<file path="config.mk">
export PLATFORM = sky130hd
export DESIGN_NAME = fsm_seq_flat
export DESIGN_NICKNAME = d
export VERILOG_FILES = /design/src/rtl/fsm_seq_pkg.sv /design/src/rtl/fsm_seq_if.sv /design/src/rtl/fsm_seq_dwell.sv /design/src/rtl/fsm_seq.sv /design/src/flat_wrapper.sv
export SDC_FILE = /design/constraint.sdc
export NUM_CORES = 1
export LEC_CHECK = 0
export BUFFER_PORTS_ARGS = -buffer_cell sky130_fd_sc_hd__buf_2
export CAP_MARGIN = 20
export CORE_MARGIN = 3
export CORE_UTILIZATION = 30
export CTS_CLUSTER_SIZE = 12
export DETAILED_ROUTE_END_ITERATION = 6
export HOLD_SLACK_MARGIN = 0.1
export SLEW_MARGIN = 10
export SYNTH_ARGS = -nofsm -noshare
export SYNTH_HDL_FRONTEND = slang
export SYNTH_SLANG_ARGS = --single-unit
</file>
<file path="constraint.sdc">
create_clock -name clk -period 1.45 [get_ports clk]
set_input_delay 0.29 -clock clk [delete_from_list [all_inputs] [get_ports clk]]
set_output_delay 0.29 -clock clk [all_outputs]
set_load 0.005 [all_outputs]
</file>
<file path="src/rtl/fsm_seq_pkg.sv">
// ---------------------------------------------------------------
// fsm_seq_pkg : shared constants, types and helpers for fsm_seq
// Rev 1.0
// ---------------------------------------------------------------
`default_nettype none

package fsm_seq_pkg;

   localparam int CODE_EN_DEF  = 10;
   localparam int CODE_DIS_DEF = 5;
   localparam int RST_CODE_DEF = 0;

   typedef enum logic {
      DEC_DIS = 1'b0,
      DEC_EN  = 1'b1
   } dec_e;

   // Never below 1 bit, so a two-step ring still gets a usable index.
   function automatic int step_width(input int n);
      return (n > 2) ? $clog2(n) : 1;
   endfunction

endpackage

`default_nettype wire

</file>
<file path="src/rtl/fsm_seq_if.sv">
// ---------------------------------------------------------------
// fsm_seq_if : control inputs and status outputs of fsm_seq
// Rev 1.0
// ---------------------------------------------------------------
`default_nettype none

interface fsm_seq_if #(
   parameter int OUT_W = 4,
   parameter int SW    = 3,
   parameter int CNT_W = 8
);
   logic             enable;
   logic             pause;
   logic             clear;
   logic [OUT_W-1:0] out;
   logic [SW-1:0]    step;
   logic             wrap;
   logic [CNT_W-1:0] lap_cnt;

   modport master (
      output enable, pause, clear,
      input  out, step, wrap, lap_cnt
   );

   modport slave (
      input  enable, pause, clear,
      output out, step, wrap, lap_cnt
   );
endinterface

`default_nettype wire

</file>
<file path="src/rtl/fsm_seq_dwell.sv">
// ---------------------------------------------------------------
// fsm_seq_dwell : per-step dwell counter, flags the last count
// Rev 1.0
// ---------------------------------------------------------------
`default_nettype none

module fsm_seq_dwell #(
   parameter int DWELL = 1
) (
   input  logic clk,
   input  logic rstb,
   input  logic clr_i,
   input  logic adv_i,
   output logic last_o
);
   localparam int            CW   = (DWELL > 1) ? $clog2(DWELL) : 1;
   localparam logic [CW-1:0] LAST = CW'(DWELL - 1);

   logic [CW-1:0] cnt_q;
   logic [CW-1:0] cnt_d;

   assign last_o = (cnt_q == LAST);

   always_comb begin
      cnt_d = cnt_q;
      if (clr_i) begin
         cnt_d = '0;
      end else if (adv_i) begin
         cnt_d = last_o ? '0 : cnt_q + 1'b1;
      end
   end

   always_ff @(posedge clk or negedge rstb) begin
      if (!rstb) begin
         cnt_q <= '0;
      end else begin
         cnt_q <= cnt_d;
      end
   end

endmodule

`default_nettype wire

</file>
<file path="src/rtl/fsm_seq.sv">
// ---------------------------------------------------------------
// fsm_seq : step-ring sequencer with dwell, pause/clear and lap count
// Rev 1.0
// ---------------------------------------------------------------
`default_nettype none

module fsm_seq
   import fsm_seq_pkg::*;
#(
   parameter int NUM_STEPS   = 6,
   parameter int BRANCH_STEP = 3,
   parameter int DWELL       = 1,
   parameter int OUT_W       = 4,
   parameter int CODE_EN     = CODE_EN_DEF,
   parameter int CODE_DIS    = CODE_DIS_DEF,
   parameter int RST_CODE    = RST_CODE_DEF,
   parameter int CNT_W       = 8
) (
   input  logic      clk,
   input  logic      rstb,
   fsm_seq_if.slave  bus
);
   localparam int               SW        = step_width(NUM_STEPS);
   localparam logic [SW-1:0]    LAST_STEP = SW'(NUM_STEPS - 1);
   localparam logic [SW-1:0]    BR_STEP   = SW'(BRANCH_STEP);
   localparam logic [CNT_W-1:0] CNT_MAX   = '1;

   if (NUM_STEPS < 2) begin : g_bad_steps
      $error("fsm_seq: NUM_STEPS must be >= 2");
   end
   if (BRANCH_STEP < 1 || BRANCH_STEP >= NUM_STEPS) begin : g_bad_branch
      $error("fsm_seq: BRANCH_STEP must be in 1..NUM_STEPS-1");
   end
   if (DWELL < 1) begin : g_bad_dwell
      $error("fsm_seq: DWELL must be >= 1");
   end
   if (CODE_EN < 0 || CODE_EN >= (1 << OUT_W) || CODE_DIS < 0 || CODE_DIS >= (1 << OUT_W)
       || RST_CODE < 0 || RST_CODE >= (1 << OUT_W)) begin : g_bad_code
      $error("fsm_seq: output codes must fit OUT_W");
   end

   logic [SW-1:0]    step_q, step_d;
   logic [OUT_W-1:0] out_q, out_d;
   logic             wrap_q, wrap_d;
   logic [CNT_W-1:0] lap_q, lap_d;
   logic             home;
   logic             dwell_last;
   dec_e             dec;

   assign home = (step_q == '0);
   assign dec  = bus.enable ? DEC_EN : DEC_DIS;

   // Home lasts one cycle, so the dwell counter only runs in non-home steps.
   fsm_seq_dwell #(.DWELL(DWELL)) u_dwell (
      .clk    (clk),
      .rstb   (rstb),
      .clr_i  (bus.clear),
      .adv_i  (!bus.clear && !bus.pause && !home),
      .last_o (dwell_last)
   );

   always_comb begin
      step_d = step_q;
      out_d  = out_q;
      wrap_d = 1'b0;
      lap_d  = lap_q;
      if (bus.clear) begin
         step_d = '0;
         out_d  = OUT_W'(RST_CODE);
      end else if (!bus.pause) begin
         if (home) begin
            if (dec == DEC_EN) begin
               step_d = SW'(1);
               out_d  = OUT_W'(CODE_EN);
            end else begin
               step_d = BR_STEP;
               out_d  = OUT_W'(CODE_DIS);
            end
         end else if (dwell_last) begin
            if (step_q == LAST_STEP) begin
               step_d = '0;
               wrap_d = 1'b1;
               if (lap_q != CNT_MAX) begin
                  lap_d = lap_q + 1'b1;
               end
            end else begin
               step_d = step_q + 1'b1;
            end
         end
      end
   end

   always_ff @(posedge clk or negedge rstb) begin
      if (!rstb) begin
         step_q <= '0;
         out_q  <= OUT_W'(RST_CODE);
         wrap_q <= 1'b0;
         lap_q  <= '0;
      end else begin
         step_q <= step_d;
         out_q  <= out_d;
         wrap_q <= wrap_d;
         lap_q  <= lap_d;
      end
   end

   assign bus.step    = step_q;
   assign bus.out     = out_q;
   assign bus.wrap    = wrap_q;
   assign bus.lap_cnt = lap_q;

endmodule

`default_nettype wire
</file>
<file path="src/flat_wrapper.sv">
// flat-port wrapper written by rule: the top's interface ports become plain ports
module fsm_seq_flat import fsm_seq_pkg::*;
#(
   parameter int NUM_STEPS   = 6,
   parameter int BRANCH_STEP = 3,
   parameter int DWELL       = 1,
   parameter int OUT_W       = 4,
   parameter int CODE_EN     = CODE_EN_DEF,
   parameter int CODE_DIS    = CODE_DIS_DEF,
   parameter int RST_CODE    = RST_CODE_DEF,
   parameter int CNT_W       = 8
)
  (clk, rstb, bus_enable, bus_pause, bus_clear, bus_out, bus_step, bus_wrap, bus_lap_cnt);
  fsm_seq_if #(.OUT_W(OUT_W), .CNT_W(CNT_W)) bus_i ();
  input  logic clk;
  input  logic rstb;
  input wire logic [$bits(bus_i.enable)-1:0] bus_enable;
  input wire logic [$bits(bus_i.pause)-1:0] bus_pause;
  input wire logic [$bits(bus_i.clear)-1:0] bus_clear;
  output wire logic [$bits(bus_i.out)-1:0] bus_out;
  output wire logic [$bits(bus_i.step)-1:0] bus_step;
  output wire logic [$bits(bus_i.wrap)-1:0] bus_wrap;
  output wire logic [$bits(bus_i.lap_cnt)-1:0] bus_lap_cnt;
  assign bus_i.enable = bus_enable;
  assign bus_i.pause = bus_pause;
  assign bus_i.clear = bus_clear;
  assign bus_out = bus_i.out;
  assign bus_step = bus_i.step;
  assign bus_wrap = bus_i.wrap;
  assign bus_lap_cnt = bus_i.lap_cnt;
  fsm_seq #(.NUM_STEPS(NUM_STEPS), .BRANCH_STEP(BRANCH_STEP), .DWELL(DWELL), .OUT_W(OUT_W), .CODE_EN(CODE_EN), .CODE_DIS(CODE_DIS), .RST_CODE(RST_CODE), .CNT_W(CNT_W)) u_core (.clk(clk), .rstb(rstb), .bus(bus_i));
endmodule
</file>
Yosys cells after proc, flatten, opt, wreduce, memory -nomap -nowiden
Cells that the tools add are included.

Output and inout port bits: 16. Input bits: 5. Word-level logic and storage cells: 46. Flip-flop bits (word level): 17.

Add/subtract/negate cells: 3. Reduce and logical (&&, ||, !) cells: 11. Bitwise gates (word level): 4. Mux-type cells: 19. Equal/unequal tests: 4.

Operator list (number): $mux 4 (4); $mux 3 (5); $mux 1 (9); $add 8x1->8 const B (1); $ne 8x8->1 const B (1); $reduce_and 6->1 (1); $not 1->1 (4); $reduce_and 2->1 (2); $reduce_bool 2->1 (2); $add 3x1->3 const B (1); $eq 3x3->1 const B (1); $logic_not 1->1 (3); $logic_not 3->1 (1); $ne 3x2->1 const B (1); $logic_and 1x1->1 (2); $mux 2 (1); $ne 2x1->1 const B (1); $add 1x1->1 const B (1).

Longest topological paths before layout
Depth in word-level cells: 6. Mapped depth: 5. Mapped depth without buffers: 5.

Modules after synthesis
A second synthesis with hierarchy kept.

Cell total of the unflattened synthesis: 70. Area total of the unflattened synthesis: 739.5 um^2.

By module, submodules not included: fsm_seq (instances 1, cells each 68, area an instance 728.2 um^2, seq. area each 350.3 um^2); fsm_seq_dwell (instances 1, cells each 2, area an instance 11.3 um^2, seq. area each 0.0 um^2).

Worst setup path before layout
Ideal clock, no wire load.

Kind: reg2reg. Start: register u_core.lap_q[0], in the netlist u_core.bus.lap_cnt[0]. End: register u_core.lap_q[6], in the netlist u_core.bus.lap_cnt[6]. Stages on the path, launching flop included: 6. Path buffers: 0. Arrival: 1311 ps. Library setup time: 125 ps. Required time: 1325 ps. Clock period less this slack: 1435 ps. Slack: 15 ps. Cell sequence: dfrtp_1 > ha_1 > nand2_1 > or2_1 > nor2_1 > mux2_2.

Cells in the longest elaborated chain, start to end: 2. Elaborated cells on any way between the ends: 3. Those cells by class: add/sub: 1; eq/ne: 1; reduce/logical: 1.

Ends and longest elaborated chain: start: declaration (line fsm_seq.sv:45) `logic [CNT_W-1:0] lap_q, lap_d;`; start signal: assignment (line fsm_seq.sv:103) `lap_q <= lap_d;`; parallel branches: the longest is 2 deep, another holds $add 8x1->8.

Several ways; the timed one is not identified. A chain may end at the register's enable or synchronous reset.

Worst setup path in the final report
Start: register u_core.lap_q[1], in the netlist u_core.bus.lap_cnt[1]. End: register u_core.lap_q[6], in the netlist u_core.bus.lap_cnt[6].

Same word-level chain as after synthesis.

==> flow_summary_export.csv <==
group,metric,value,unit
logic_synthesis,ys_async_sr_fraction,100,%
power,power,707,uW
die,die_w,54.6,microns
timing,rsz0062_at_grt,"true",
routing,ant_nets,0,
logic_synthesis,synth_cell_types,28,
clock_network,path_clk_slew,80,ps
placement,dp.cells,113,
power,peakVddDrop,446,uV
clock_network,cts-buffers-inserted,3,
routing,drt-pass1-iter-count,3,
clock_network,cts_sinks,14,
cells_and_area,layout.nets,102,
placement,routabilityCongestion,0.709,
placement,pre_cts_ws,-9.53,ps
global_route,grt_max_degree,15,
cells_and_area,final_common_cell,"buf_2",
setup_path,criticalPathCategory,"reg -> reg",
die,dieArea,2980,sq um
timing,fmax,0.703,GHz
placement,place_hpwl,1020,microns
logic_synthesis,synth-seq-area-share,49.4,%
cells_and_area,diodes,0,
global_route,overflow,0,
logic_synthesis,ys_warn_count,0,
cells_and_area,syn_to_final_growth,34.9,%
cells_and_area,final_util,45.5,%
die,start_util,33.7,%
cells_and_area,finalInstanceArea,957,sq um
routing,routed_via_density,4.45,
timing,fin_worst_hold_slack,291,ps
setup_path,cp-end-kind,"flop",
clock_network,cts.path.max_buffers,2,
die,pin_count,21,
die,die_h,54.6,microns
power,p_sw,160,uW
routing,wl_per_cell,11.4,microns
timing,hold_violations,0,
power,internal_power,546,uW
setup_path,rrSetupSlack,30,ps
placement,portBuffers,20,
logic_synthesis,ys_seq_elements,14,
logic_synthesis,synthFlopType,"dfrtp_1",
die,std_cell_rows,16,
timing,relSlewSlack,79.6,%
timing,period_share,98.1,%
cells_and_area,finalNonFillerCells,121,
die,core,2100,sq um
min_path,whs_endpoint,"u_core.bus.out[1]$_DFFE_PN0P_",
clock_network,cts_tree,"yes",
timing,min_period,1420,ps
clock_network,clk_latency,270,ps
min_path,min_path_cells,3,
timing,slew_violations,0,
setup_path,ff2ff_path_depth,5,
routing,drc_errors,0,
run,cap_violations,0,
timing,report.final.setup_viol,0,
placement,post_dp_cell_area,881,sq um
routing,via_count,539,
logic_synthesis,syn_nets,67,
setup_path,critPathArrivalTime,1580,ps
timing,finClkSkew,1.25,ps
logic_synthesis,synth-edff-count,0,
setup_path,timing.rr.end,"u_core.bus.lap_cnt[6]$_DFFE_PN0P_",
power,share_comb_of_total_power,12.7,%
logic_synthesis,synth.avg_cell_area,11.6,sq um
setup_path,start_kind,"flop",
routing,routed_wl,1380,microns
min_path,hp-class,"in -> reg",
clock_network,htree_num_levels,1,
global_route,grt_usage,10.7,%
cells_and_area,drive_gt1_share,52.1,%
power,p_seq_share,58.1,%
timing,tightest_slew,307,ps
global_route,antenna_found_initial,0,
setup_path,reg2reg_from,"u_core.bus.lap_cnt[1]$_DFFE_PN0P_",
timing,layout_setup_ws,27.5,ps
power,p_leak,0.526,nW
min_path,hp-start,"bus_enable",
global_route,grt_pass1_wl,2240,microns
power,p_sw_share,22.7,%
timing,fin_setup_tns,0,ps
routing,drt_iter0_markers,3,
clock_network,cts_root_buffer,"clkbuf_4",
logic_synthesis,synth_area,709,sq um
status,outcome,"finished clean",
setup_path,critPathMaxFanout,3,
power,p_clk_share,29.2,%
power,powerDensity,738,nW/um^2
cells_and_area,final_cell_mix,"20 x buf_2, 14 x dfrtp_1, 11 x buf_4",
setup_path,worstPathRequired,1610,ps
logic_synthesis,postSynthCellCount,61,
global_route,grt_pass1_vias,505,
==> power groups by stage <==
stage	clock network [mW]	registers (mW)	logic, mW
after floorplan	0	0.422	0.0369
after global placement	0	0.418	0.0824
after detailed placement	0	0.419	0.0830
after CTS	0.219	0.411	0.0854
after global routing	0.238	0.413	0.102
final	0.206	0.411	0.0897
==> logic make-up after synthesis <==
group / share of synthesized area [%]
muxes: 8.11
buffers and inverters: 2.64
AOI/OAI and AO/OA: 1.41
and+or+nand+nor: 30.5
adders and majority gates: 1.76
xor gates and xnor gates: 6.17
DFF: 49.4
==> repair_timing <==
| item | 4_1_cts | 5_1_grt |
|---|---|---|
| hold buffers | 1 | 0 |
| buffers inserted | 0 | 4 |
| pin swaps | 0 | 0 |
| setup endpoints to repair | 1 | 5 |
| endpoints found under the hold margin | 14 | 0 |
| resized for setup | 1 | 3 |
==> flip-flops by register name (all words and copies together), names as in the netlist <==
register            cells
u_core.bus.step         3
u_core.bus.wrap         1
u_core.bus.lap_cnt      8
u_core.bus.out          2
==> worst max path at each step <==
stage / from / end / slack (ps) / cells after the start
floorplan: u_core.bus.lap_cnt[0]$_DFFE_PN0P_ / u_core.bus.lap_cnt[6]$_DFFE_PN0P_ / 10 / 5
global placement: u_core.bus.lap_cnt[0]$_DFFE_PN0P_ / u_core.bus.lap_cnt[6]$_DFFE_PN0P_ / 10 / 5
detailed placement: u_core.bus.lap_cnt[0]$_DFFE_PN0P_ / u_core.bus.lap_cnt[6]$_DFFE_PN0P_ / -10 / 5
CTS: u_core.bus.lap_cnt[0]$_DFFE_PN0P_ / u_core.bus.lap_cnt[6]$_DFFE_PN0P_ / 8 / 5
global route: u_core.bus.step[0]$_DFFE_PN0P_ / u_core.bus.lap_cnt[7]$_DFFE_PN0P_ / -30 / 5
finish: u_core.bus.lap_cnt[1]$_DFFE_PN0P_ / u_core.bus.lap_cnt[6]$_DFFE_PN0P_ / 30 / 5
==> critical path, stage by stage (launching register included) <==
cell     delay [ps]
dfrtp_1         370
ha_1            180
nand2_2          90
or2_1           250
nor2_2          100
mux2_2          330
==> Yosys cell counts, types with 2 or more instances <==
| master | n | share of area, % |
|---|---|---|
| mux2i_1 | 2 | 2.8 |
| nand2_1 | 5 | 2.6 |
| nor3_1 | 2 | 1.4 |
| a21oi_1 | 2 | 1.4 |
| nand2b_1 | 2 | 1.8 |
| nor2_1 | 7 | 3.7 |
| buf_4 | 2 | 2.1 |
| xor2_1 | 5 | 6.2 |
| nor3b_1 | 2 | 2.1 |
| dfrtp_1 | 14 | 49 |
==> layout make-up <==
type,count,area [sq um]
fill,219,1140
multi-input combinational,44,354
sequential,14,350
timing repair buffer,32,193
tap,27,33.8
clock buffer,3,22.5
inverter,1,3.75
==> metal layers <==
layer | global-route usage (%) | vias up | part of all wire (%) | routed length [microns]
li1 | - | 271 | - | -
met2 | 16.7 | 9 | 53 | 731
met1 | 13.5 | 259 | 42 | 578
met3 | 3.27 | 0 | 4.8 | 66
met5 | 0 | - | 0 | 0
met4 | 4.98 | 0 | 0 | 0
(Power assumes the default switching activity.)
